`src/rtl/rcs_pkg.sv`:
```
// Shared types and defaults for the ripple counter sampler.
// Holds the FSM state encoding, the default geometry, and the sizing
// helper for the settle-filter match counter.
package rcs_pkg;

    typedef enum logic [1:0] {
        ST_INIT    = 2'd0,
        ST_TRACK   = 2'd1,
        ST_SETTLE  = 2'd2,
        ST_PUBLISH = 2'd3
    } rcs_state_t;

    localparam int RCS_WIDTH         = 4;
    localparam int RCS_SYNC_STAGES   = 2;
    localparam int RCS_STABLE_CYCLES = 3;
    localparam int RCS_MAX_RESTARTS  = 8;

    // Bits needed to hold a match count of 0..stable_cycles.
    function automatic int match_cnt_width(input int stable_cycles);
        return $clog2(stable_cycles + 1);
    endfunction

endpackage

```
`src/rtl/ripple_count_sampler_if.sv`:
```
// Signal bundle between the ripple counter side and the sampler.
// The unstable_err flag exists only when RCS_UNSTABLE_ERR_EN is defined.
interface ripple_count_sampler_if
    import rcs_pkg::*;
#(
    parameter int WIDTH = RCS_WIDTH
);

    logic [WIDTH-1:0] cnt_async;
    logic             clr;
    logic [WIDTH-1:0] count_out;
    logic             count_vld;
    logic [WIDTH-1:0] delta;
    logic             wrap;
    logic             stable;
`ifdef RCS_UNSTABLE_ERR_EN
    logic             unstable_err;
`endif

    modport master (
        output cnt_async,
        output clr,
        input  count_out,
        input  count_vld,
        input  delta,
        input  wrap,
`ifdef RCS_UNSTABLE_ERR_EN
        input  unstable_err,
`endif
        input  stable
    );

    modport slave (
        input  cnt_async,
        input  clr,
        output count_out,
        output count_vld,
        output delta,
        output wrap,
`ifdef RCS_UNSTABLE_ERR_EN
        output unstable_err,
`endif
        output stable
    );

endinterface

```
`src/rtl/sync_ff_chain.sv`:
```
// Single-bit multi-flop synchronizer with asynchronous active-low reset.
// Only protects against metastability; bus skew is handled downstream.
module sync_ff_chain #(
    parameter int STAGES = 2
) (
    input  logic clk,
    input  logic rst_n,
    input  logic d,
    output logic q
);

    logic [STAGES-1:0] sr;

    // Shift the asynchronous input through the flop chain.
    always_ff @(posedge clk or negedge rst_n) begin
        if (!rst_n) begin
            sr <= '0;
        end else begin
            sr <= {sr[STAGES-2:0], d};
        end
    end

    assign q = sr[STAGES-1];

endmodule

```
`src/rtl/ripple_count_sampler.sv`:
```
// Ripple counter sampler: synchronizes the ripple-clocked Q bus into clk,
// waits for it to settle, and publishes each stable value with the
// modular increment since the last publish and a wrap flag.
// Optional build macro: RCS_UNSTABLE_ERR_EN adds a sticky unstable_err
// flag driven by a saturating count of consecutive settle restarts.
//
//   state   | meaning
//   --------+-----------------------------------------------------------
//   INIT    | no baseline yet; filtering input toward a first publish
//   TRACK   | synced input equals count_out; stable asserted
//   SETTLE  | input moved; waiting for STABLE_CYCLES identical samples
//   PUBLISH | one cycle; latch candidate into count_out, pulse count_vld
module ripple_count_sampler
    import rcs_pkg::*;
#(
    parameter int WIDTH         = RCS_WIDTH,
    parameter int SYNC_STAGES   = RCS_SYNC_STAGES,
    parameter int STABLE_CYCLES = RCS_STABLE_CYCLES,
    parameter int MAX_RESTARTS  = RCS_MAX_RESTARTS
) (
    input  logic                  clk,
    input  logic                  rst_n,
    ripple_count_sampler_if.slave bus
);

    localparam int             MW        = match_cnt_width(STABLE_CYCLES);
    localparam logic [MW-1:0]  MATCH_TC  = MW'(STABLE_CYCLES);
    localparam logic [MW-1:0]  MATCH_ONE = MW'(1);

    if (SYNC_STAGES < 2) begin : g_bad_sync
        $error("SYNC_STAGES must be at least 2");
    end
    if (STABLE_CYCLES < 1) begin : g_bad_stable
        $error("STABLE_CYCLES must be at least 1");
    end
    if (MAX_RESTARTS < 1) begin : g_bad_restarts
        $error("MAX_RESTARTS must be at least 1");
    end

    logic [WIDTH-1:0] syn;
    logic [WIDTH-1:0] cand,    cand_nxt;
    logic [MW-1:0]    match,   match_nxt;
    logic [WIDTH-1:0] count_q, count_nxt;
    logic [WIDTH-1:0] delta_q, delta_nxt;
    logic             wrap_q,  wrap_nxt;
    logic             vld_q,   vld_nxt;
    logic             base_pend, base_nxt;
    rcs_state_t       state,   state_nxt;

    for (genvar i = 0; i < WIDTH; i++) begin : g_sync
        sync_ff_chain #(
            .STAGES (SYNC_STAGES)
        ) u_sync (
            .clk   (clk),
            .rst_n (rst_n),
            .d     (bus.cnt_async[i]),
            .q     (syn[i])
        );
    end

    // Next-state and datapath decode; clr overrides every state so a
    // re-baseline request always lands in INIT, even mid-publish.
    always_comb begin
        state_nxt = state;
        cand_nxt  = cand;
        match_nxt = match;
        count_nxt = count_q;
        delta_nxt = delta_q;
        wrap_nxt  = wrap_q;
        vld_nxt   = 1'b0;
        base_nxt  = base_pend;

        if (bus.clr) begin
            state_nxt = ST_INIT;
            cand_nxt  = '0;
            match_nxt = '0;
            delta_nxt = '0;
            wrap_nxt  = 1'b0;
            base_nxt  = 1'b1;
        end else begin
            unique case (state)
                ST_INIT, ST_SETTLE: begin
                    if (state == ST_SETTLE && syn == count_q) begin
                        state_nxt = ST_TRACK;
                    end else if (syn != cand) begin
                        cand_nxt  = syn;
                        match_nxt = MATCH_ONE;
                    end else if (match == MATCH_TC) begin
                        state_nxt = ST_PUBLISH;
                    end else begin
                        match_nxt = match + MATCH_ONE;
                    end
                end
                ST_TRACK: begin
                    if (syn != count_q) begin
                        cand_nxt  = syn;
                        match_nxt = MATCH_ONE;
                        state_nxt = ST_SETTLE;
                    end
                end
                ST_PUBLISH: begin
                    count_nxt = cand;
                    delta_nxt = base_pend ? '0 : (cand - count_q);
                    wrap_nxt  = base_pend ? 1'b0 : (cand < count_q);
                    vld_nxt   = 1'b1;
                    base_nxt  = 1'b0;
                    state_nxt = ST_TRACK;
                end
                default: begin
                    state_nxt = ST_INIT;
                end
            endcase
        end
    end

    // State and published-value registers.
    always_ff @(posedge clk or negedge rst_n) begin
        if (!rst_n) begin
            state     <= ST_INIT;
            cand      <= '0;
            match     <= '0;
            count_q   <= '0;
            delta_q   <= '0;
            wrap_q    <= 1'b0;
            vld_q     <= 1'b0;
            base_pend <= 1'b1;
        end else begin
            state     <= state_nxt;
            cand      <= cand_nxt;
            match     <= match_nxt;
            count_q   <= count_nxt;
            delta_q   <= delta_nxt;
            wrap_q    <= wrap_nxt;
            vld_q     <= vld_nxt;
            base_pend <= base_nxt;
        end
    end

    assign bus.count_out = count_q;
    assign bus.count_vld = vld_q;
    assign bus.delta     = delta_q;
    assign bus.wrap      = wrap_q;
    assign bus.stable    = (state == ST_TRACK);

`ifdef RCS_UNSTABLE_ERR_EN
    localparam int            RW      = $clog2(MAX_RESTARTS + 1);
    localparam logic [RW-1:0] RST_MAX = RW'(MAX_RESTARTS);

    logic [RW-1:0] rcnt, rcnt_nxt;
    logic          err_q, err_nxt;
    logic          restart;
    logic          rclr;

    // A restart is a candidate replacement while filtering; returning to
    // TRACK, publishing, or clr all break the run of restarts.
    assign restart = !bus.clr && (syn != cand) &&
                     ((state == ST_INIT) || (state == ST_SETTLE && syn != count_q));
    assign rclr    = bus.clr || (state == ST_TRACK) || (state == ST_PUBLISH) ||
                     (state == ST_SETTLE && syn == count_q);

    // Saturating restart count and sticky error flag.
    always_comb begin
        rcnt_nxt = rcnt;
        err_nxt  = err_q;
        if (rclr) begin
            rcnt_nxt = '0;
        end else if (restart && rcnt != RST_MAX) begin
            rcnt_nxt = rcnt + RW'(1);
        end
        if (bus.clr) begin
            err_nxt = 1'b0;
        end else if (restart && rcnt >= RST_MAX - RW'(1)) begin
            err_nxt = 1'b1;
        end
    end

    // Restart counter and error registers.
    always_ff @(posedge clk or negedge rst_n) begin
        if (!rst_n) begin
            rcnt  <= '0;
            err_q <= 1'b0;
        end else begin
            rcnt  <= rcnt_nxt;
            err_q <= err_nxt;
        end
    end

    assign bus.unstable_err = err_q;
`endif

endmodule

```
`src/flat_wrapper.sv`:
```
// flat-port wrapper written by rule: the top's interface ports become plain ports
module ripple_count_sampler_flat import rcs_pkg::*;
#(
    parameter int WIDTH         = RCS_WIDTH,
    parameter int SYNC_STAGES   = RCS_SYNC_STAGES,
    parameter int STABLE_CYCLES = RCS_STABLE_CYCLES,
    parameter int MAX_RESTARTS  = RCS_MAX_RESTARTS
)
  (clk, rst_n, bus_cnt_async, bus_clr, bus_count_out, bus_count_vld, bus_delta, bus_wrap, bus_stable);
  ripple_count_sampler_if #(.WIDTH(WIDTH)) bus_i ();
  input  logic clk;
  input  logic rst_n;
  input wire logic [$bits(bus_i.cnt_async)-1:0] bus_cnt_async;
  input wire logic [$bits(bus_i.clr)-1:0] bus_clr;
  output wire logic [$bits(bus_i.count_out)-1:0] bus_count_out;
  output wire logic [$bits(bus_i.count_vld)-1:0] bus_count_vld;
  output wire logic [$bits(bus_i.delta)-1:0] bus_delta;
  output wire logic [$bits(bus_i.wrap)-1:0] bus_wrap;
  output wire logic [$bits(bus_i.stable)-1:0] bus_stable;
  assign bus_i.cnt_async = bus_cnt_async;
  assign bus_i.clr = bus_clr;
  assign bus_count_out = bus_i.count_out;
  assign bus_count_vld = bus_i.count_vld;
  assign bus_delta = bus_i.delta;
  assign bus_wrap = bus_i.wrap;
  assign bus_stable = bus_i.stable;
  ripple_count_sampler #(.WIDTH(WIDTH), .SYNC_STAGES(SYNC_STAGES), .STABLE_CYCLES(STABLE_CYCLES), .MAX_RESTARTS(MAX_RESTARTS)) u_core (.clk(clk), .rst_n(rst_n), .bus(bus_i));
endmodule
```
`config.mk`:
```
export PLATFORM = sky130hd
export DESIGN_NAME = ripple_count_sampler_flat
export DESIGN_NICKNAME = d
export VERILOG_FILES = /design/src/rtl/rcs_pkg.sv /design/src/rtl/ripple_count_sampler_if.sv /design/src/rtl/sync_ff_chain.sv /design/src/rtl/ripple_count_sampler.sv /design/src/flat_wrapper.sv
export SDC_FILE = /design/constraint.sdc
export NUM_CORES = 1
export LEC_CHECK = 0
export CAP_MARGIN = 40
export CORE_MARGIN = 4
export CORE_UTILIZATION = 55
export CTS_CLUSTER_DIAMETER = 60
export DETAILED_ROUTE_END_ITERATION = 16
export GPL_TIMING_DRIVEN = 0
export PLACE_DENSITY = 0.88
export RECOVER_POWER = 25
export SYNTH_ARGS = -nofsm -noshare
export SYNTH_HDL_FRONTEND = slang
export SYNTH_SLANG_ARGS = --single-unit
```
`constraint.sdc`:
```
create_clock -name clk -period 2.55 [get_ports clk]
set_clock_uncertainty 0.05 [all_clocks]
set_input_delay 0.3825 -clock clk [delete_from_list [all_inputs] [get_ports clk]]
set_output_delay 0.3825 -clock clk [all_outputs]
set_load 0.01 [all_outputs]
```
# --- Yosys cells after proc, flatten, opt, wreduce, memory -nomap -nowiden ---
# Cells that the tools add are included.
op_classes:
  addsub: 2
  magnitude_cmp: 1
  eq_ne: 13
  n_mux: 27
  n_bitwise: 1
  reduce_logical: 9
ops:
  columns: ["cell", "count"]
  rows:
  - ["2-to-1 mux 4 bit", 7]
  - ["2-to-1 mux 2 bit", 10]
  - ["inequality test 4 x 3 -> 1 bit (second input constant)", 2]
  - ["inequality test 4 bit", 2]
  - ["one-hot mux 4 bit (2 select lines)", 1]
  - ["AND reduction 4 bit", 2]
  - ["2-to-1 mux 1 bit", 7]
  - ["equality test 2 bit (second input constant)", 3]
  - ["inequality test 3 x 2 -> 1 bit (second input constant)", 2]
  - ["one-hot mux 2 bit (3 select lines)", 1]
  - ["equality test 4 bit", 1]
  - ["< comparator 4 bit", 1]
  - ["inequality test 4 x 2 -> 1 bit (second input constant)", 1]
  - ["one-hot mux 2 bit (2 select lines)", 1]
  - ["subtractor 4 bit", 1]
  - ["inequality test 3 bit (second input constant)", 1]
  - ["AND reduction 3 bit", 1]
  - ["nonzero test 3 bit", 1]
  - ["adder 2 x 1 -> 2 bit (second input constant)", 1]
  - ["equality test 2 x 1 -> 1 bit (second input constant)", 1]
  - ["logical NOT 2 bit", 1]
  - ["AND reduction 2 bit", 1]
  - ["nonzero test 2 bit", 1]
  - ["OR reduction 2 bit", 1]
  - ["2 further kinds", 2]
word_totals:
  regBits: 27
  output_inout_bits: 11
  word_cells: 65

# --- Logic depth before layout (Yosys ltp) ---
# Gate-level depths: netlist (run 1).
logic_depth:
  ltp_word: 6
  mapped_depth: 7
  mapped_depth_nobuf: 7

# --- Modules after synthesis ---
# A second synthesis (run 1) with hierarchy kept.
hier_totals:
  cells_unflattened: 127
  area_unflattened_um2: 1365.1
modules_own_cells:
  columns: ["mod", "instances", "cells_per_inst", "area_per_inst_um2"]
  rows:
  - ["ripple_count_sampler", 1, 119, 1164.9]
  - ["sync_ff_chain", 4, 2, 50.0]

# --- Worst setup path after synthesis (run 1) ---
# OpenSTA, ideal clock, no wires.
synth_path:
  path_kind: "register to register"
  from: "register u_core.count_q[0], in the netlist u_core.bus.count_out[0]"
  to: "register u_core.wrap_q, in the netlist u_core.bus.wrap"
  setup_time_ns: 0.122
  arrival_time_ns: 1.415
  required_ns: 2.378
  path_slack_ns: 0.963
  path_stages_with_launch: 7
  n_path_buf: 0
  synth_period_minus_slack_ns: 1.587
  cell_sequence: "dfrtp_1 ha_1 fa_1 nor2b_1 o21ai_0 a22oi_1 nor2_1"
synth_between:
  elab_chain_len: 4
synth_rtl:
  columns: ["element", "line", "text"]
  rows:
  - ["start: declaration", "ripple_count_sampler.sv:43", "logic [WIDTH-1:0] count_q, count_nxt;"]
  - ["start signal: assignment", "ripple_count_sampler.sv:131", "count_q <= count_nxt;"]
  - ["< comparator 4 bit", "ripple_count_sampler.sv:104", "wrap_nxt = base_pend ? 1'b0 : (cand < count_q);"]
  - ["2-to-1 mux 1 bit", "ripple_count_sampler.sv:104", null]
  - ["2-to-1 mux 1 bit", "ripple_count_sampler.sv:81", "unique case (state)"]
  - ["2-to-1 mux 1 bit", "ripple_count_sampler.sv:73", "if (bus.clr) begin"]
  - ["end signal: assignment", "ripple_count_sampler.sv:133", "wrap_q <= wrap_nxt;"]
  - ["end: declaration", "ripple_count_sampler.sv:45", "logic wrap_q, wrap_nxt;"]
# Every way passes these cells. The select of a mux whose other input is x is not followed.
# A chain may end at the register's enable or synchronous reset.

# --- Worst setup path after layout (run 1) ---
layout_path:
  from: "register u_core.state[0]"
  to: "output port bus_stable"
layout_between:
  elab_chain_len: 1
layout_rtl:
  columns: ["element", "line", "text"]
  rows:
  - ["start: declaration", "ripple_count_sampler.sv:48", "rcs_state_t state, state_nxt;"]
  - ["start signal: assignment", "ripple_count_sampler.sv:128", "state <= state_nxt;"]
  - ["equality test 2 x 1 -> 1 bit", "ripple_count_sampler.sv:143", "assign bus.stable = (state == ST_TRACK);"]
  - ["end: declaration", "flat_wrapper.sv:19", "output wire logic [$bits(bus_i.stable)-1:0] bus_stable;"]
# Every way passes these cells.

==> results list, run 1 <==
* Wire length on met2: 1.11 mm
- Number of antenna violations at the first check in global routing: 0
* Routed vias: 840
- Worst path slowest cell: sky130_fd_sc_hd__clkdlybuf4s50_1
- For this configuration, the core starts out at a cell density of 0.600.
- Class of the tightest hold or removal check: primary input to register
- Filler-free cell count of the finished design: approximately 150
* Data required time at the worst endpoint: about 2.1 ns
- Headroom to the max-slew limit came out at 0.600.
* R2R Path Start: u_core.bus.count_out[0]
- For this run, design rule violations remaining after detail routing come to 0.
- In the final routed layout, each cell accounts on average for 14.4 µm.
- Total routing usage reported by global routing: 0.168
- Top cell types by occurrence after synthesis: 26 x sky130_fd_sc_hd__dfrtp_1, 10 x sky130_fd_sc_hd__nor2_1, 9 x sky130_fd_sc_hd__inv_1, 6 x sky130_fd_sc_hd__nand2_1, 6 x sky130_fd_sc_hd__xor2_1
* Detailed-route vias per instance: between 5 and 6
* Critical path launch point type: register
- Setup violators final: 0
- Cells after synthesis: ~110
- Largest delay share family, worst path: buffers and inverters
* Number of cells on the critical path: 3
* Post-CTS setup buffer count: 0
- The tightest hold path in the finished design has a slack of between 0.2 and 0.3 ns.
- The worst setup path is captured at an output port.
* Share of async-settable or async-resettable flops after synthesis: 1.00
- CP max stage delay: between 0.5 and 0.6 ns
* Final total negative setup slack: 0 ns
* Placed cell count: 150
- Avg Cell Area, Syn: about 12 µm²
- The tool flagged a number of max-cap violations equal to 0.
* Synthesis warning total: 0
- Hold violation total from the final report: 0
- The critical path goes through inv_1, nor2_1, clkdlybuf4s50_1.
- Counting flops and latches in the post-synthesis netlist gives 27.
* Number of sinks driven by the clock tree: 27
- TritonCTS built the clock tree.
- Clock-pin slew was measured on the worst setup and hold paths at between 0.1 and 0.15 ns.
- Die ar.: ~3000 µm²
* Data arrival time of the critical path: 1.53 ns
* FF-to-FF End: u_core.bus.wrap
- Count of routing violations after the opening detailed-route iteration: 15
* Total wirelength of the detailed-routed design: ~2.2 mm
* Post-Syn Nets: about 120
- Top Metal Used: met4
* Crit path setup slack, layout: 0.587 ns
- Hold repair after CTS inserted 0 buffers.
- The first detailed-routing pass ran for 4 iterations.
* Peak clock frequency supported by timing: 509 MHz
- VDD IR-drop max: around 0.42 mV
* Fillers: between 100 and 150
- The netlist uses 32 different library cells.
- Main synth FF type: sky130_fd_sc_hd__dfrtp_1
- In this run the static leakage power is 0.000664 µW.
* Routed length on met3: approximately 100 µm
- Number of top-level pins: 18
* Share of the clock period used by the worst path after layout: 0.770
* Worst slack, placed: ~0.83 ns
* Placeable Area: around 2000 µm²
- The most critical setup path has its endpoint at bus_stable.
- After legalization and detailed placement, the total HPWL measured roughly 1.7 mm.
* Area growth, synth to finish: 19.2%
- Of the post-synthesis cell area, the dominant cell type holds 0.531.
* Unrepaired setup endpoints after global routing: false
- Along the worst path, the maximum fanout reaches 4.
- Seq/Total Area, Yosys: 0.552
- Measured along the y axis, the die boundary spans 55.2 µm.
- Of the cells placed in the final design, the portion with a size suffix greater than 1 is 0.102.
* Buf+Inv Stages, Crit Path: 2
* Clock period minus final worst setup slack: slightly below 2 ns
- Worst setup path category: register to output port
- Cell at the root of the clock tree: sky130_fd_sc_hd__clkbuf_4
* Worst reg-to-reg path cell count: 6
- Worst-skew pair later-pin latency: between 0.3 and 0.4 ns
- Most area-hungry cell type in the Yosys netlist: sky130_fd_sc_hd__dfrtp_1
- CTS built an H-tree with a depth of 1.
- Maximum clock path buffer count: 2
* Site row count: 16
* Slack of the worst reg-to-reg path: 0.81 ns
* Die W: roughly 55 µm
- Port buffering added 16 buffers.
- Vias in the first global route: between 800 and 900
- Routability Congestion: roughly 0.75
- The max-slew violation total from the final report came to 0.
* Maximum number of pins on one net before global-route repair: 16
- The most common cell in the synthesized netlist is sky130_fd_sc_hd__dfrtp_1.
- In this run the remaining antenna-violating nets after routing total 0.
- Origin of the worst setup path: u_core.state[0]
- Yosys attributes the largest share of cell area to sky130_fd_sc_hd__dfrtp_1 53%, sky130_fd_sc_hd__ha_1 5.1%, sky130_fd_sc_hd__xor2_1 4.3%, sky130_fd_sc_hd__a22o_1 3.6%, sky130_fd_sc_hd__nor2_1 3.1%.
- Gates resized during post-CTS repair numbered 0.
* First-pass GRT wire length: 4.15 mm
- Summing every instance area after synthesis gives around 1200 µm².
- Number of flops mapped to enable cells by yosys: 0
* Run status: complete, no violations
- Final-stage net count: ~140
* Num CTS Buffers: 3
* Diode count: 0
* Post-Route M1 WL: about 970 µm
- Pwr per Cell Area: between 400 and 500 nW/µm²
* Gr ovfl total: 0
- For the pin with the worst max-slew slack, the measured transition is about 0.60 ns.
[routing by layer]
metal / GRT usage / vias to the layer above
met5: 0 / -
met4: 0.0729 / 0
met3: 0.0256 / 5
met2: 0.282 / 21
met1: 0.213 / 405
li1: - / 409
[registers in the layout, indices dropped and copies added (netlist names)]
register / count
u_core.base_pend: 1
u_core.bus.count_out: 4
u_core.bus.count_vld: 1
u_core.bus.delta: 4
u_core.bus.wrap: 1
u_core.cand: 4
u_core.g_sync.u_sync.sr: 8
u_core.match: 2
u_core.state: 2
[where the power goes]
group	leakage (µW)	internal [µW]	switching, µW
logic	0.000307	39.1	41.8
clock network	0.0000150	61.3	118
registers	0.000342	443	15.0
total	0.000664	543	175
[kinds of logic (layout without fill, tap and decap cells)]
kind of cell | after synthesis | count (layout) | share of synthesized area
adder cells (fa/ha/maj) | 6 | 6 | 0.0673
AO/OA/AOI/OAI | 23 | 23 | 0.146
AND/OR/NAND/NOR | 28 | 28 | 0.119
flip-flops | 27 | 27 | 0.552
XOR/XNOR | 10 | 10 | 0.0714
buffers and inverters | 11 | 32 | 0.0347
multiplexers | 1 | 1 | 0.00918
[stage by stage]
step	utilization	total power (µW)	area, µm²
after global routing	0.716	754	1460
after CTS	0.716	728	1460
after floorplan	-	511	1230
final	0.716	718	1460
after global placement	0.695	541	1420
after detailed placement	0.703	549	1440
[final cells by class]
type	count	area [µm²]	share of cell area
plain buffers	2	8.76	0.00599
clock buffers	4	26.3	0.0180
inverters	9	33.8	0.0231
multi-input cells	68	507	0.347
flip-flops and latches	27	677	0.463
well taps	27	33.8	0.0231
repair buffers	17	175	0.120
[worst min path at each step]
stage / slack, ns / depth (start not counted) / end / start
floorplan: 0.04 / 0 / u_core.bus.count_out[0] / rst_n
global placement: 0.28 / 0 / u_core.g_sync[1].u_sync.sr[1] / u_core.g_sync[1].u_sync.sr[0]
detailed placement: 0.29 / 0 / u_core.g_sync[2].u_sync.sr[1] / u_core.g_sync[2].u_sync.sr[0]
CTS: 0.29 / 2 / u_core.bus.delta[0] / bus_clr
global route: 0.30 / 2 / u_core.state[1] / bus_clr
finish: 0.30 / 2 / u_core.bus.delta[0] / bus_clr
[cells in the final DEF (no fill, tap or decap), types with 3 or more instances in the layout]
| master | instances |
|---|---|
| sky130_fd_sc_hd__nor3_1 | 3 |
| sky130_fd_sc_hd__a21oi_1 | 5 |
| sky130_fd_sc_hd__dfrtp_1 | 26 |
| sky130_fd_sc_hd__inv_1 | 9 |
| sky130_fd_sc_hd__ha_1 | 5 |
| sky130_fd_sc_hd__nand2_1 | 6 |
| sky130_fd_sc_hd__clkdlybuf4s50_1 | 11 |
| sky130_fd_sc_hd__dlygate4sd3_1 | 5 |
| sky130_fd_sc_hd__o21ai_0 | 4 |
| sky130_fd_sc_hd__clkbuf_4 | 3 |
| sky130_fd_sc_hd__xnor2_1 | 4 |
| sky130_fd_sc_hd__xor2_1 | 6 |
| sky130_fd_sc_hd__a22o_1 | 5 |
| sky130_fd_sc_hd__nor2_1 | 10 |
Note: power is estimated with default switching activity, not from simulation.
==> inputs of run 2 (changes only) <==
Settings changed: CORE_UTILIZATION 55 to 52, PLACE_DENSITY 0.88 to 0.84.
Clock period 2.55 ns to 1.9 ns, I/O delays scaled along.
==> run 2 against run 1 <==
Net effect: register-to-register slack worse by 0.68 ns; cell count is 0.65% higher; global-route usage is 0.98 points lower; utilization is 5.9 points lower; non-clock buffer count stayed put; power is 35% higher; critical path type is now register to register; critical endpoint is now u_core.cand[2].
==> results list, run 2 (same netlist as run 1, synthesis figures left out) <==
- Fillers: 181 (+21%)
- For this run, the top clock speed supported by timing is roughly 570 MHz.
- The delay of the slowest critical-path stage came to 0.45 ns (-0.11 ns).
- Launch instance of the worst min-delay path: bus_clr
- The post-detailed-route DRC marker count came to 0 (unchanged).
- The standard-cell row count came to 17 (+1).
* Hold buffer count at cts: 0 (unchanged)
- The worst setup path is launched from a register.
* Final total negative setup slack: 0 ns (unchanged)
* Worst reg-to-reg path cell count: 5 (-1)
* Vias in the first global route: 868 (-2.7%)
- Routability Congestion: 0.730 (-2.2%)
- Count of routing violations after the opening detailed-route iteration: 17 (+2)
- Data required time at the worst endpoint: 2.08 ns (-0.04 ns)
* Total internal power: 726 µW (+34%)
* Fraction of final layout cells with drive strength greater than 1: 0.110 (+0.00787)
- Share of the clock period used by the worst path after layout: 0.930
* Unrepaired setup endpoints after global routing: false
* Data arrival time of the critical path: 1.95 ns (+0.42 ns)
- Number of top-level pins: 18 (unchanged)
* Total wirelength of the detailed-routed design: 2.21 mm (-0.63%)
* Sum of net half-perimeters after detailed placement: 1.70 mm (-2.7%)
* Cell at the root of the clock tree: sky130_fd_sc_hd__clkbuf_4
- The total die area is 3200 µm² (+4.9%).
- Maximum clock path buffer count: 2 (unchanged)
* Hold violation total from the final report: 0 (unchanged)
- The flow ran to the end, and the final reports show no timing, DRC or antenna violations.
- The worst hold path stage count was 2 (unchanged).
- Diode count: 0 (unchanged)
* Area taken by multi-input logic gates: 507 µm² (unchanged)
- The worst-skew pair later-pin latency was 0.33 ns (about the same).
* Detailed-routing iteration count for the pre-antenna-repair pass: 4 (unchanged)
* Post-CTS setup buffer count: 0 (unchanged)
- Average routed wire per standard cell: 14.2 µm (-1.3%)
* VDD IR-drop max: 0.461 mV (+9.8%)
* Endpoint class of the critical path: register
- The area taken by flip-flops and latches was 677 µm² (unchanged).
* TritonCTS clock tree: done
- The core footprint was 2230 µm² (+9.4%).
- Num CTS Buffers: 3 (unchanged)
* Number of gates given a new drive strength after cts: 0 (unchanged)
- Maximum number of pins on one net before global-route repair: 16 (unchanged)
* Post-Layout Inst Area: 1470 µm² (+0.34%)
* Most frequent standard cell in the layout excluding fill and tap cells: sky130_fd_sc_hd__dfrtp_1
* Number of antenna violations at the first check in global routing: 0 (unchanged)
* Vertical extent of the die: 56.6 µm (+2.4%)
* Class of the tightest hold or removal check: primary input to register
- Relative contribution of combinational cells to total power: 0.111 (-0.002)
* Max-slew violation count: 0 (unchanged)
* Total routing usage reported by global routing: 0.158 (-0.00985)
* Die W: 56.6 µm (+2.4%)
* Number of cells on the critical path: 5 (+2)
- Area growth, synth to finish: 19.6%
- The proportion of total power due to net switching was 0.250 (+0.00668).
- Max Fanout on Critical Path: 4 (unchanged)
* Number of nets still failing antenna checks after routing: 0 (unchanged)
- Pin slew with the least headroom to its limit: 0.624 ns (+0.0255 ns)
* Largest delay share family, worst path: simple AND/OR/NAND/NOR gates
* Most used cells in the layout excluding fill and tap cells: 26 x sky130_fd_sc_hd__dfrtp_1, 10 x sky130_fd_sc_hd__nor2_1, 10 x sky130_fd_sc_hd__clkdlybuf4s50_1, 9 x sky130_fd_sc_hd__inv_1
* Number of sinks driven by the clock tree: 27 (unchanged)
- Lkg Pwr: 0.000685 µW (+3.2%)
- Wire length on met2: 1.11 mm (-0.36%)
* Clock period minus final worst setup slack: about 1.8 ns
* Buffers added on ports: 16 (unchanged)
- FF-to-FF End: u_core.cand[2]
- Post-Route M1 WL: 947 µm (-2.5%)
- The startpoint identified for the worst register-to-register timing path is u_core.g_sync[3].u_sync.sr[1].
- The cell area after placement is 1440 µm² (about the same).
* Routed vias: 861 (+2.5%)
* Buf+Inv Stages, Crit Path: 0 (-2)
- The detailed-routed wire length on met3 came to 103 µm (+5.1%).
* Setup violators final: 0 (unchanged)
- The largest individual stage delay along the critical path comes from the cell sky130_fd_sc_hd__dfrtp_1.
* Number of levels in the clock H-tree: 1 (unchanged)
- The critical path is of the register to register type.
* Cell chain of the critical path: xor2_1, nor4_2, and3_4, nor3_2, a22o_1
- The clock-pin slew of the registers on the worst-case setup and hold paths is 0.14 ns (about the same).
- The wire length of the first global-routing pass is 3.94 mm (-5.2%).
- Final-stage net count: 141 (unchanged)
* Origin of the worst setup path: u_core.g_sync[3].u_sync.sr[1]
- Top Metal Used: met4
- Max_slew headroom: 0.583 (-0.0170)
* Flop pwr share: 0.634 (-0.004)
* NetSw: 242 µW (+39%)
* Initial core utilization: 0.549 (-0.0515)
- The flip-flop count of the largest register, all copies and words added came to 8 (unchanged).
- Worst hold path endpoint: u_core.bus.delta[2]
* Share of total power in the clock network: 0.254 (+0.004)
- The mean number of vias per cell came to 5.55 (+1.8%).
* Pwr per Cell Area: 660 nW/µm² (+34%)
- Gr ovfl total: 0 (unchanged)
- Number of max-capacitance violations reported: 0 (unchanged)
- Largest register by flop count: u_core.g_sync.u_sync.sr
* Slack of the worst reg-to-reg path: 0.13 ns (-0.68 ns)
==> run 2: cell count changes in the layout (fill, tap and decap cells not counted) <==
| cell | previous run | this run |
|---|---|---|
| sky130_fd_sc_hd__clkbuf_1 | 2 | 1 |
| sky130_fd_sc_hd__clkdlybuf4s50_1 | 11 | 10 |
| sky130_fd_sc_hd__clkinv_2 | 0 | 1 |
| sky130_fd_sc_hd__dlymetal6s2s_1 | 0 | 1 |
==> run 2: per-layer routing <==
metal | up-vias | GRT usage
li1 | 405 | -
met1 | 429 | 0.202
met2 | 22 | 0.262
met3 | 5 | 0.0299
met4 | 0 | 0.0610
met5 | - | 0
==> run 2: how the worst max path moves through the flow <==
stage / to / slack, ns
after floorplan: u_core.bus.wrap / 0.31
after global placement: u_core.match[1] / 0.16
after detailed placement: u_core.cand[3] / 0.19
after CTS: bus_stable / 0.005
after global routing: u_core.cand[2] / 0.06
final: u_core.cand[2] / 0.13
==> run 2: worst reg2reg max path: stages, from the launching register on <==
cell and delay, ns:
sky130_fd_sc_hd__dfrtp_1 0.45, sky130_fd_sc_hd__xor2_1 0.19, sky130_fd_sc_hd__nor4_2 0.40, sky130_fd_sc_hd__and3_4 0.28
sky130_fd_sc_hd__nor3_2 0.07, sky130_fd_sc_hd__a22o_1 0.24
==> run 2: final cells by class <==
cell class | instances | area share
buffer | 2 | 0.00597
timing repair buffer | 17 | 0.121
clock buffer | 3 | 0.0154
multi-input combinational | 68 | 0.346
inverter | 9 | 0.0230
tap | 28 | 0.0239
clock inverter | 1 | 0.00341
sequential | 27 | 0.462
==> run 2: power groups by stage <==
stage	combinational, µW	sequential [µW]	clock [µW]
2_1_floorplan	63.8	622	0
3_3_place_gp	104	623	0
3_5_place_dp	111	625	0
4_1_cts	112	614	255
5_1_grt	121	618	287
6_report	108	614	246
==> run 2: per-stage QoR <==
step	hold WS (ns)	std cells	power [µW]	worst slack, ns	utilization
floorplan	-0.0606	106	686	0.313	-
global placement	0.283	150	727	0.159	0.636
detailed placement	0.287	151	735	0.192	0.643
CTS	0.184	155	981	0.00489	0.655
global route	0.170	155	1030	0.0558	0.657
finish	0.201	155	968	0.132	0.657
